[src/rtl/decode_stage.sv]
// Registered RV32I decode stage (OP_IMM, LUI, AUIPC) feeding an output FIFO toward execute.
// Optional perf counters are built when DECODE_STAGE_PERF_CNT_EN is defined.

package decode_stage_pkg;

   typedef logic [31:0] t_word;

   typedef enum logic [1:0] {
      OK_OP_IMM   = 2'd0,
      OK_OP_LUI   = 2'd1,
      OK_OP_AUIPC = 2'd2
   } t_op_kind;

   typedef enum logic [3:0] {
      FK_ADD  = 4'd0,
      FK_SLT  = 4'd1,
      FK_SLTU = 4'd2,
      FK_AND  = 4'd3,
      FK_OR   = 4'd4,
      FK_XOR  = 4'd5,
      FK_SLL  = 4'd6,
      FK_SRL  = 4'd7,
      FK_SRA  = 4'd8
   } t_func_kind;

   typedef struct packed {
      t_func_kind func;
      logic [4:0] dest;
      logic [4:0] src;
      t_word      imm;
   } t_op_imm_instr;

   typedef struct packed {
      logic [4:0] dest;
      t_word      imm;
   } t_op_lui_instr;

   typedef struct packed {
      logic [4:0] dest;
      t_word      imm;
   } t_op_auipc_instr;

   localparam int unsigned UnionW = $bits(t_op_imm_instr);

   // Narrower payloads sit right-aligned with zero padding above them.
   typedef struct packed {
      logic [UnionW-$bits(t_op_lui_instr)-1:0] pad;
      t_op_lui_instr                           instr;
   } t_op_lui_slot;

   typedef struct packed {
      logic [UnionW-$bits(t_op_auipc_instr)-1:0] pad;
      t_op_auipc_instr                           instr;
   } t_op_auipc_slot;

   typedef union packed {
      t_op_imm_instr  op_imm;
      t_op_lui_slot   op_lui;
      t_op_auipc_slot op_auipc;
   } t_instr_data_union;

   typedef struct packed {
      t_op_kind          kind;
      t_instr_data_union data;
   } t_decoded_instr;

endpackage

module decode_stage
   import decode_stage_pkg::*;
#(
   parameter int unsigned XLEN        = 32,
   parameter int unsigned QUEUE_DEPTH = 2
) (
   input  logic            clk,
   input  logic            rst_n,
   input  logic            flush,
   input  logic            fetch_valid,
   output logic            fetch_ready,
   input  t_word           fetch_instr,
   input  logic [XLEN-1:0] fetch_pc,
   output logic            dec_valid,
   input  logic            dec_ready,
   output t_decoded_instr  dec_instr,
   output logic [XLEN-1:0] dec_pc,
   output logic            dec_illegal
`ifdef DECODE_STAGE_PERF_CNT_EN
   ,
   output logic [31:0]     perf_decoded,
   output logic [31:0]     perf_illegal
`endif
);

   localparam int unsigned PtrW = $clog2(QUEUE_DEPTH);
   localparam int unsigned CntW = PtrW + 1;
   localparam logic [PtrW-1:0] PtrOne  = PtrW'(1);
   localparam logic [CntW-1:0] CntOne  = CntW'(1);
   localparam logic [CntW-1:0] CntFull = CntW'(QUEUE_DEPTH);

   localparam logic [6:0] OpcOpImm = 7'h13;
   localparam logic [6:0] OpcLui   = 7'h37;
   localparam logic [6:0] OpcAuipc = 7'h17;

   if (XLEN != 32) begin : g_xlen_chk
      $error("decode_stage: XLEN must be 32");
   end
   if ((QUEUE_DEPTH < 2) || ((QUEUE_DEPTH & (QUEUE_DEPTH - 1)) != 0)) begin : g_depth_chk
      $error("decode_stage: QUEUE_DEPTH must be a power of two >= 2");
   end

   logic [PtrW-1:0] wr_ptr_q, wr_ptr_d;
   logic [PtrW-1:0] rd_ptr_q, rd_ptr_d;
   logic [CntW-1:0] count_q, count_d;
   logic            push, pop;

   t_decoded_instr  mem_instr   [QUEUE_DEPTH];
   logic [XLEN-1:0] mem_pc      [QUEUE_DEPTH];
   logic            mem_illegal [QUEUE_DEPTH];

   t_op_imm_instr   imm_f;
   t_op_lui_instr   lui_f;
   t_op_auipc_instr auipc_f;
   t_decoded_instr  dec_d;
   logic            illegal_d;

   assign push = fetch_valid & fetch_ready;
   assign pop  = dec_valid & dec_ready;

   // Decoder: purely a function of the incoming word.
   always_comb begin
      imm_f     = '0;
      lui_f     = '0;
      auipc_f   = '0;
      dec_d     = '0;
      illegal_d = 1'b0;
      case (fetch_instr[6:0])
         OpcOpImm: begin
            imm_f.dest = fetch_instr[11:7];
            imm_f.src  = fetch_instr[19:15];
            imm_f.imm  = {{20{fetch_instr[31]}}, fetch_instr[31:20]};
            unique case (fetch_instr[14:12])
               3'b000: imm_f.func = FK_ADD;
               3'b010: imm_f.func = FK_SLT;
               3'b011: imm_f.func = FK_SLTU;
               3'b100: imm_f.func = FK_XOR;
               3'b110: imm_f.func = FK_OR;
               3'b111: imm_f.func = FK_AND;
               3'b001: begin
                  imm_f.func = FK_SLL;
                  imm_f.imm  = {27'b0, fetch_instr[24:20]};
                  if (fetch_instr[31:25] != 7'h00) illegal_d = 1'b1;
               end
               default: begin
                  imm_f.imm = {27'b0, fetch_instr[24:20]};
                  if (fetch_instr[31:25] == 7'h00) begin
                     imm_f.func = FK_SRL;
                  end else if (fetch_instr[31:25] == 7'h20) begin
                     imm_f.func = FK_SRA;
                  end else begin
                     illegal_d = 1'b1;
                  end
               end
            endcase
            dec_d.kind        = OK_OP_IMM;
            dec_d.data.op_imm = imm_f;
         end
         OpcLui: begin
            lui_f.dest              = fetch_instr[11:7];
            lui_f.imm               = {fetch_instr[31:12], 12'b0};
            dec_d.kind              = OK_OP_LUI;
            dec_d.data.op_lui.instr = lui_f;
         end
         OpcAuipc: begin
            auipc_f.dest              = fetch_instr[11:7];
            auipc_f.imm               = {fetch_instr[31:12], 12'b0};
            dec_d.kind                = OK_OP_AUIPC;
            dec_d.data.op_auipc.instr = auipc_f;
         end
         default: illegal_d = 1'b1;
      endcase
      if (fetch_instr[1:0] != 2'b11) illegal_d = 1'b1;
      if (illegal_d) dec_d = '0;
   end

   always_comb begin
      wr_ptr_d = wr_ptr_q;
      rd_ptr_d = rd_ptr_q;
      count_d  = count_q;
      if (flush) begin
         wr_ptr_d = '0;
         rd_ptr_d = '0;
         count_d  = '0;
      end else begin
         if (push) wr_ptr_d = wr_ptr_q + PtrOne;
         if (pop)  rd_ptr_d = rd_ptr_q + PtrOne;
         case ({push, pop})
            2'b10:   count_d = count_q + CntOne;
            2'b01:   count_d = count_q - CntOne;
            default: count_d = count_q;
         endcase
      end
   end

   always_ff @(posedge clk) begin
      if (!rst_n) begin
         wr_ptr_q <= '0;
         rd_ptr_q <= '0;
         count_q  <= '0;
      end else begin
         wr_ptr_q <= wr_ptr_d;
         rd_ptr_q <= rd_ptr_d;
         count_q  <= count_d;
      end
   end

   // Storage needs no reset: reads are masked whenever the queue is empty.
   always_ff @(posedge clk) begin
      if (push) begin
         mem_instr[wr_ptr_q]   <= dec_d;
         mem_pc[wr_ptr_q]      <= fetch_pc;
         mem_illegal[wr_ptr_q] <= illegal_d;
      end
   end

   always_comb begin
      fetch_ready = rst_n && (count_q < CntFull);
      dec_valid   = rst_n && (count_q != '0);
      dec_instr   = '0;
      dec_pc      = '0;
      dec_illegal = 1'b0;
      if (dec_valid) begin
         dec_instr   = mem_instr[rd_ptr_q];
         dec_pc      = mem_pc[rd_ptr_q];
         dec_illegal = mem_illegal[rd_ptr_q];
      end
   end

`ifdef DECODE_STAGE_PERF_CNT_EN
   logic [31:0] perf_decoded_q, perf_illegal_q;

   // Counts every accepted handshake, including ones a same-cycle flush discards.
   always_ff @(posedge clk) begin
      if (!rst_n) begin
         perf_decoded_q <= '0;
         perf_illegal_q <= '0;
      end else begin
         if (push && (perf_decoded_q != 32'hFFFF_FFFF)) begin
            perf_decoded_q <= perf_decoded_q + 32'd1;
         end
         if (push && illegal_d && (perf_illegal_q != 32'hFFFF_FFFF)) begin
            perf_illegal_q <= perf_illegal_q + 32'd1;
         end
      end
   end

   assign perf_decoded = perf_decoded_q;
   assign perf_illegal = perf_illegal_q;
`endif

endmodule
[config.mk]
export PLATFORM = sky130hd
export DESIGN_NAME = decode_stage
export DESIGN_NICKNAME = d
export VERILOG_FILES = /design/src/rtl/decode_stage.sv
export SDC_FILE = /design/constraint.sdc
export NUM_CORES = 1
export LEC_CHECK = 0
export CORE_AREA = 2 2 126 128
export CTS_CLUSTER_SIZE = 8
export DETAILED_ROUTE_END_ITERATION = 10
export DIE_AREA = 0 0 128 130
export PLACE_DENSITY = 0.73
export SYNTH_ARGS = -nofsm -noshare
export SYNTH_HDL_FRONTEND = slang
export SYNTH_SLANG_ARGS = --single-unit
export TNS_END_PERCENT = 30
[constraint.sdc]
create_clock -name clk -period 5 [get_ports clk]
set_clock_uncertainty 0.05 [all_clocks]
set_input_delay 1.25 -clock clk [delete_from_list [all_inputs] [get_ports clk]]
set_output_delay 1.25 -clock clk [all_outputs]
set_load 0.01 [all_outputs]
==> summary.md <==
- **number of cells in the design after placement** 786
- **class of the most critical setup path** primary input to primary output
- **cell at the slowest stage of the critical path** sky130_fd_sc_hd__clkdlybuf4s50_1
- **TritonCTS clock tree** yes
- **number of sinks handled by clock tree synthesis** 167
- **maximum fanout along the worst path** 50
- **FF-to-FF setup slack** 3.04 ns
- **clock-pin slew reported for the worst setup and hold paths after clock tree synthesis** 0.06 ns
- **FILL cells** 1187
- **dpl hpwl** 9550 um
- **initial antenna violation count** 0
- **area share of the largest cell type after synthesis** 70.3%
- **full die area** 16600 um^2
- **average wire length per cell after detail routing** 17.4 um
- **vertical die dimension** 130 um
- **#FFs+latches synth** 167
- **run status** finished, final reports clean
- **MaxCap Viol Count** 0
- **multiplexer fraction of the synthesized cell area** 11.7%
- **Resized Gates After CTS** 0
- **Hold Crit Depth** 2
- **share of post-route cells with drive strength above 1** 7.20%
- **part of the Yosys area used for sequential elements** 71.7%
- **Async SR Flop Fraction** 0%
- **worst slew slack as a fraction of its limit** 38.0%
- **routed vias** 4281
- **dominant combinational cell family by area after synthesis** multiplexers
- **crit path buf inv count** 3
- **antenna-violating nets left** 0
- **path category of the worst min-delay check** flip-flop to flip-flop
- **number of enable-type register cells in the synthesized netlist** 162
- **Pre-antenna DRT Iters** 5
- **maximum clock insertion buffer count** 2
- **number of levels the H-tree was split into** 4
- **routability congestion estimate** 0.856
- **drt drc** 0
- **Final Max Slew Viols** 0
- **Main synth FF type** sky130_fd_sc_hd__edfxtp_1
- **pin count of the biggest net entering global routing** 54
- **CP Launch Type** primary input
- **worst vdd rail ir drop** 218 uV
- **GRT overflow** 0
- **critical path arrival** 3.18 ns
- **hold bufs inserted after CTS** 0
- **DR vias/cell** 5.24
- **main area contributors after synthesis** sky130_fd_sc_hd__edfxtp_1 (70%), sky130_fd_sc_hd__mux2i_1 (12%), sky130_fd_sc_hd__nor2_1 (4.7%), sky130_fd_sc_hd__a21o_1 (2.0%), sky130_fd_sc_hd__dfxtp_1 (1.4%)
- **diode count** 0
- **net count of the mapped netlist** 531
- **R2R depth** 3
- **RSZ-0062 raised after global routing** false
- **biggest area consumer among synthesized cells** sky130_fd_sc_hd__edfxtp_1
- **Yosys warnings** 0
- **number of rows created at floorplan** 46
- **number of nets in the layout** 683
- **Total Wirelength** 14200 um
- **cell seen most often among critical-path stages** sky130_fd_sc_hd__clkdlybuf4s50_1
- **DR iter-0 viols** 220
- **Final Power** 0.00300 W
- **synthesized-area fraction occupied by xor and xnor cells** 0.506%
- **area fraction in compound gates after synthesis** 3.85%
- **shortest period the worst path allows** 4.48 ns
- **standard cell core area** 15400 um^2
- **Post CTS Setup Buffer Count** 0
- **cells along the critical path** clkdlybuf4s50_1 > o21ai_4 > buf_12 > nor2_1 > clkdlybuf4s50_1
- **power density of the placed cells** 325 nW/um^2
- **Clk Latency, worst-skew pair** 0.42 ns
- **final count of hold timing violations** 0
- **post-synthesis area per instance** 15.0 um^2
- **number of stages on the worst setup path** 5
- **WP data required** 3.70 ns
- **starting density of the core** 44.9%
- **final clock period utilization by the worst path** 89.7%
- **post-layout util** 59.7%
- **transition at the pin with the smallest max-transition slack** 0.927 ns
- **number of buffer cells added on primary ports** 151
- **synth-to-layout area growth** 33.1%
- **via count of the first global-routing pass** 4161
- **maximum single-stage delay on the critical path** 0.60 ns
- **Largest delay share family, worst path** buffers and inverters
- **wire length of the first global-routing pass** 21600 um
- **Root Driver** sky130_fd_sc_hd__clkbuf_16
- **number of top-level design ports** 152
- **width of the die** 128 um
- **cell area after synthesis** 6920 um^2
- **instance count of the mapped netlist** 461
- **highest clock rate** 0.223 GHz
- **Final Instance Count excl. Fillers** 817
- **minimum hold slack** 0.467 ns
- **simple-gate area share of the yosys netlist** 9.83%
- **aggregate global-route resource usage** 17.3%
- **CP endpoint kind** primary output
- **fraction of the mapped netlist area in adder cells** 0.181%
- **number of setup violations in the final report** 0
- **CTS buffer count** 17
- **Pleak** 3.12 nW
- **Distinct cells, synth** 39
## final cells by class
cell class | instances | area [um^2] | share of cell area [%]
Clock buffer | 20 | 437 | 4.74
Tap cell | 192 | 240 | 2.61
Multi-Input combinational cell | 263 | 1830 | 19.9
Clock inverter | 11 | 133 | 1.44
Sequential cell | 167 | 4970 | 53.9
Inverter | 5 | 18.8 | 0.204
Timing Repair Buffer | 159 | 1580 | 17.2
## flip-flops by register name, summed over array words and instances (netlist names), named ones only
register and cells:
mem_instr 96, mem_pc 64, count_q 2, mem_illegal 2, rd_ptr_q 1, wr_ptr_q 1
## worst min-delay path, delay by kind of cell, from the launching register on
kind / cells / cell delay [ns]
simple gates: 1 / 0.07
flops: 1 / 0.33
xor+xnor: 1 / 0.08
## worst paths after layout
path	from	to
worst min register to register	rd_ptr_q	rd_ptr_q
worst max register to register	count_q[1]	mem_pc[0][3]
worst min-delay path	rd_ptr_q	rd_ptr_q
worst max-delay path	rst_n	dec_pc[14]
## power breakdown
group / switching [W] / internal (W)
Sequential: 0.00000874 / 0.00156
Clock: 0.000489 / 0.000774
Combinational: 0.0000793 / 0.0000851
Total: 0.000577 / 0.00242
## metrics by stage
step | cell area, um^2 | setup TNS (ns) | setup slack, ns
6_report | 9210 | 0 | 0.516
3_3_place_gp | 8640 | 0 | 0.588
2_1_floorplan | 6920 | -60.66 | -0.374
3_5_place_dp | 8640 | 0 | 0.529
4_1_cts | 9210 | 0 | 0.530
5_1_grt | 9210 | 0 | 0.391
## placed cells by master, fill, tap and decap left out, types with 6 or more instances in the layout
cell type	netlist	routed
sky130_fd_sc_hd__and3_1	13	13
sky130_fd_sc_hd__nor2_1	87	85
sky130_fd_sc_hd__clkbuf_16	0	17
sky130_fd_sc_hd__edfxtp_1	162	162
sky130_fd_sc_hd__mux2i_1	81	81
sky130_fd_sc_hd__buf_4	0	7
sky130_fd_sc_hd__clkdlybuf4s50_1	0	151
sky130_fd_sc_hd__a21o_1	18	18
sky130_fd_sc_hd__a21oi_1	6	6
sky130_fd_sc_hd__nand3_1	11	11
## kinds of logic (layout without fill, tap and decap cells)
group | count (synthesis) | count (layout)
xor gates and xnor gates | 4 | 4
buffers and inverters | 31 | 195
adders and majority gates | 1 | 1
and+or+nand+nor | 141 | 141
DFF | 167 | 167
muxes | 81 | 81
AOI/OAI and AO/OA | 36 | 36
## synth_stat cells, drive strengths merged (3+ instances only)
master,count
a22oi,5
nor2,87
edfxtp,162
inv,5
a21oi,6
and2,7
mux2i,81
nor3,3
nor4,3
dfxtp,5
clkbuf,11
nand3,11
and3,13
a21o,19
buf,15
## per-layer routing
metal	track usage, %	routed length, um	part of all wire (%)	vias to the layer above
met5	0	0	0	-
met4	6.40	253	1.8	0
met3	4.59	998	7.0	20
met2	28.1	6850	48	167
met1	22.6	6110	43	2078
li1	-	-	-	2016
Note: power is estimated with default switching activity, not from simulation.
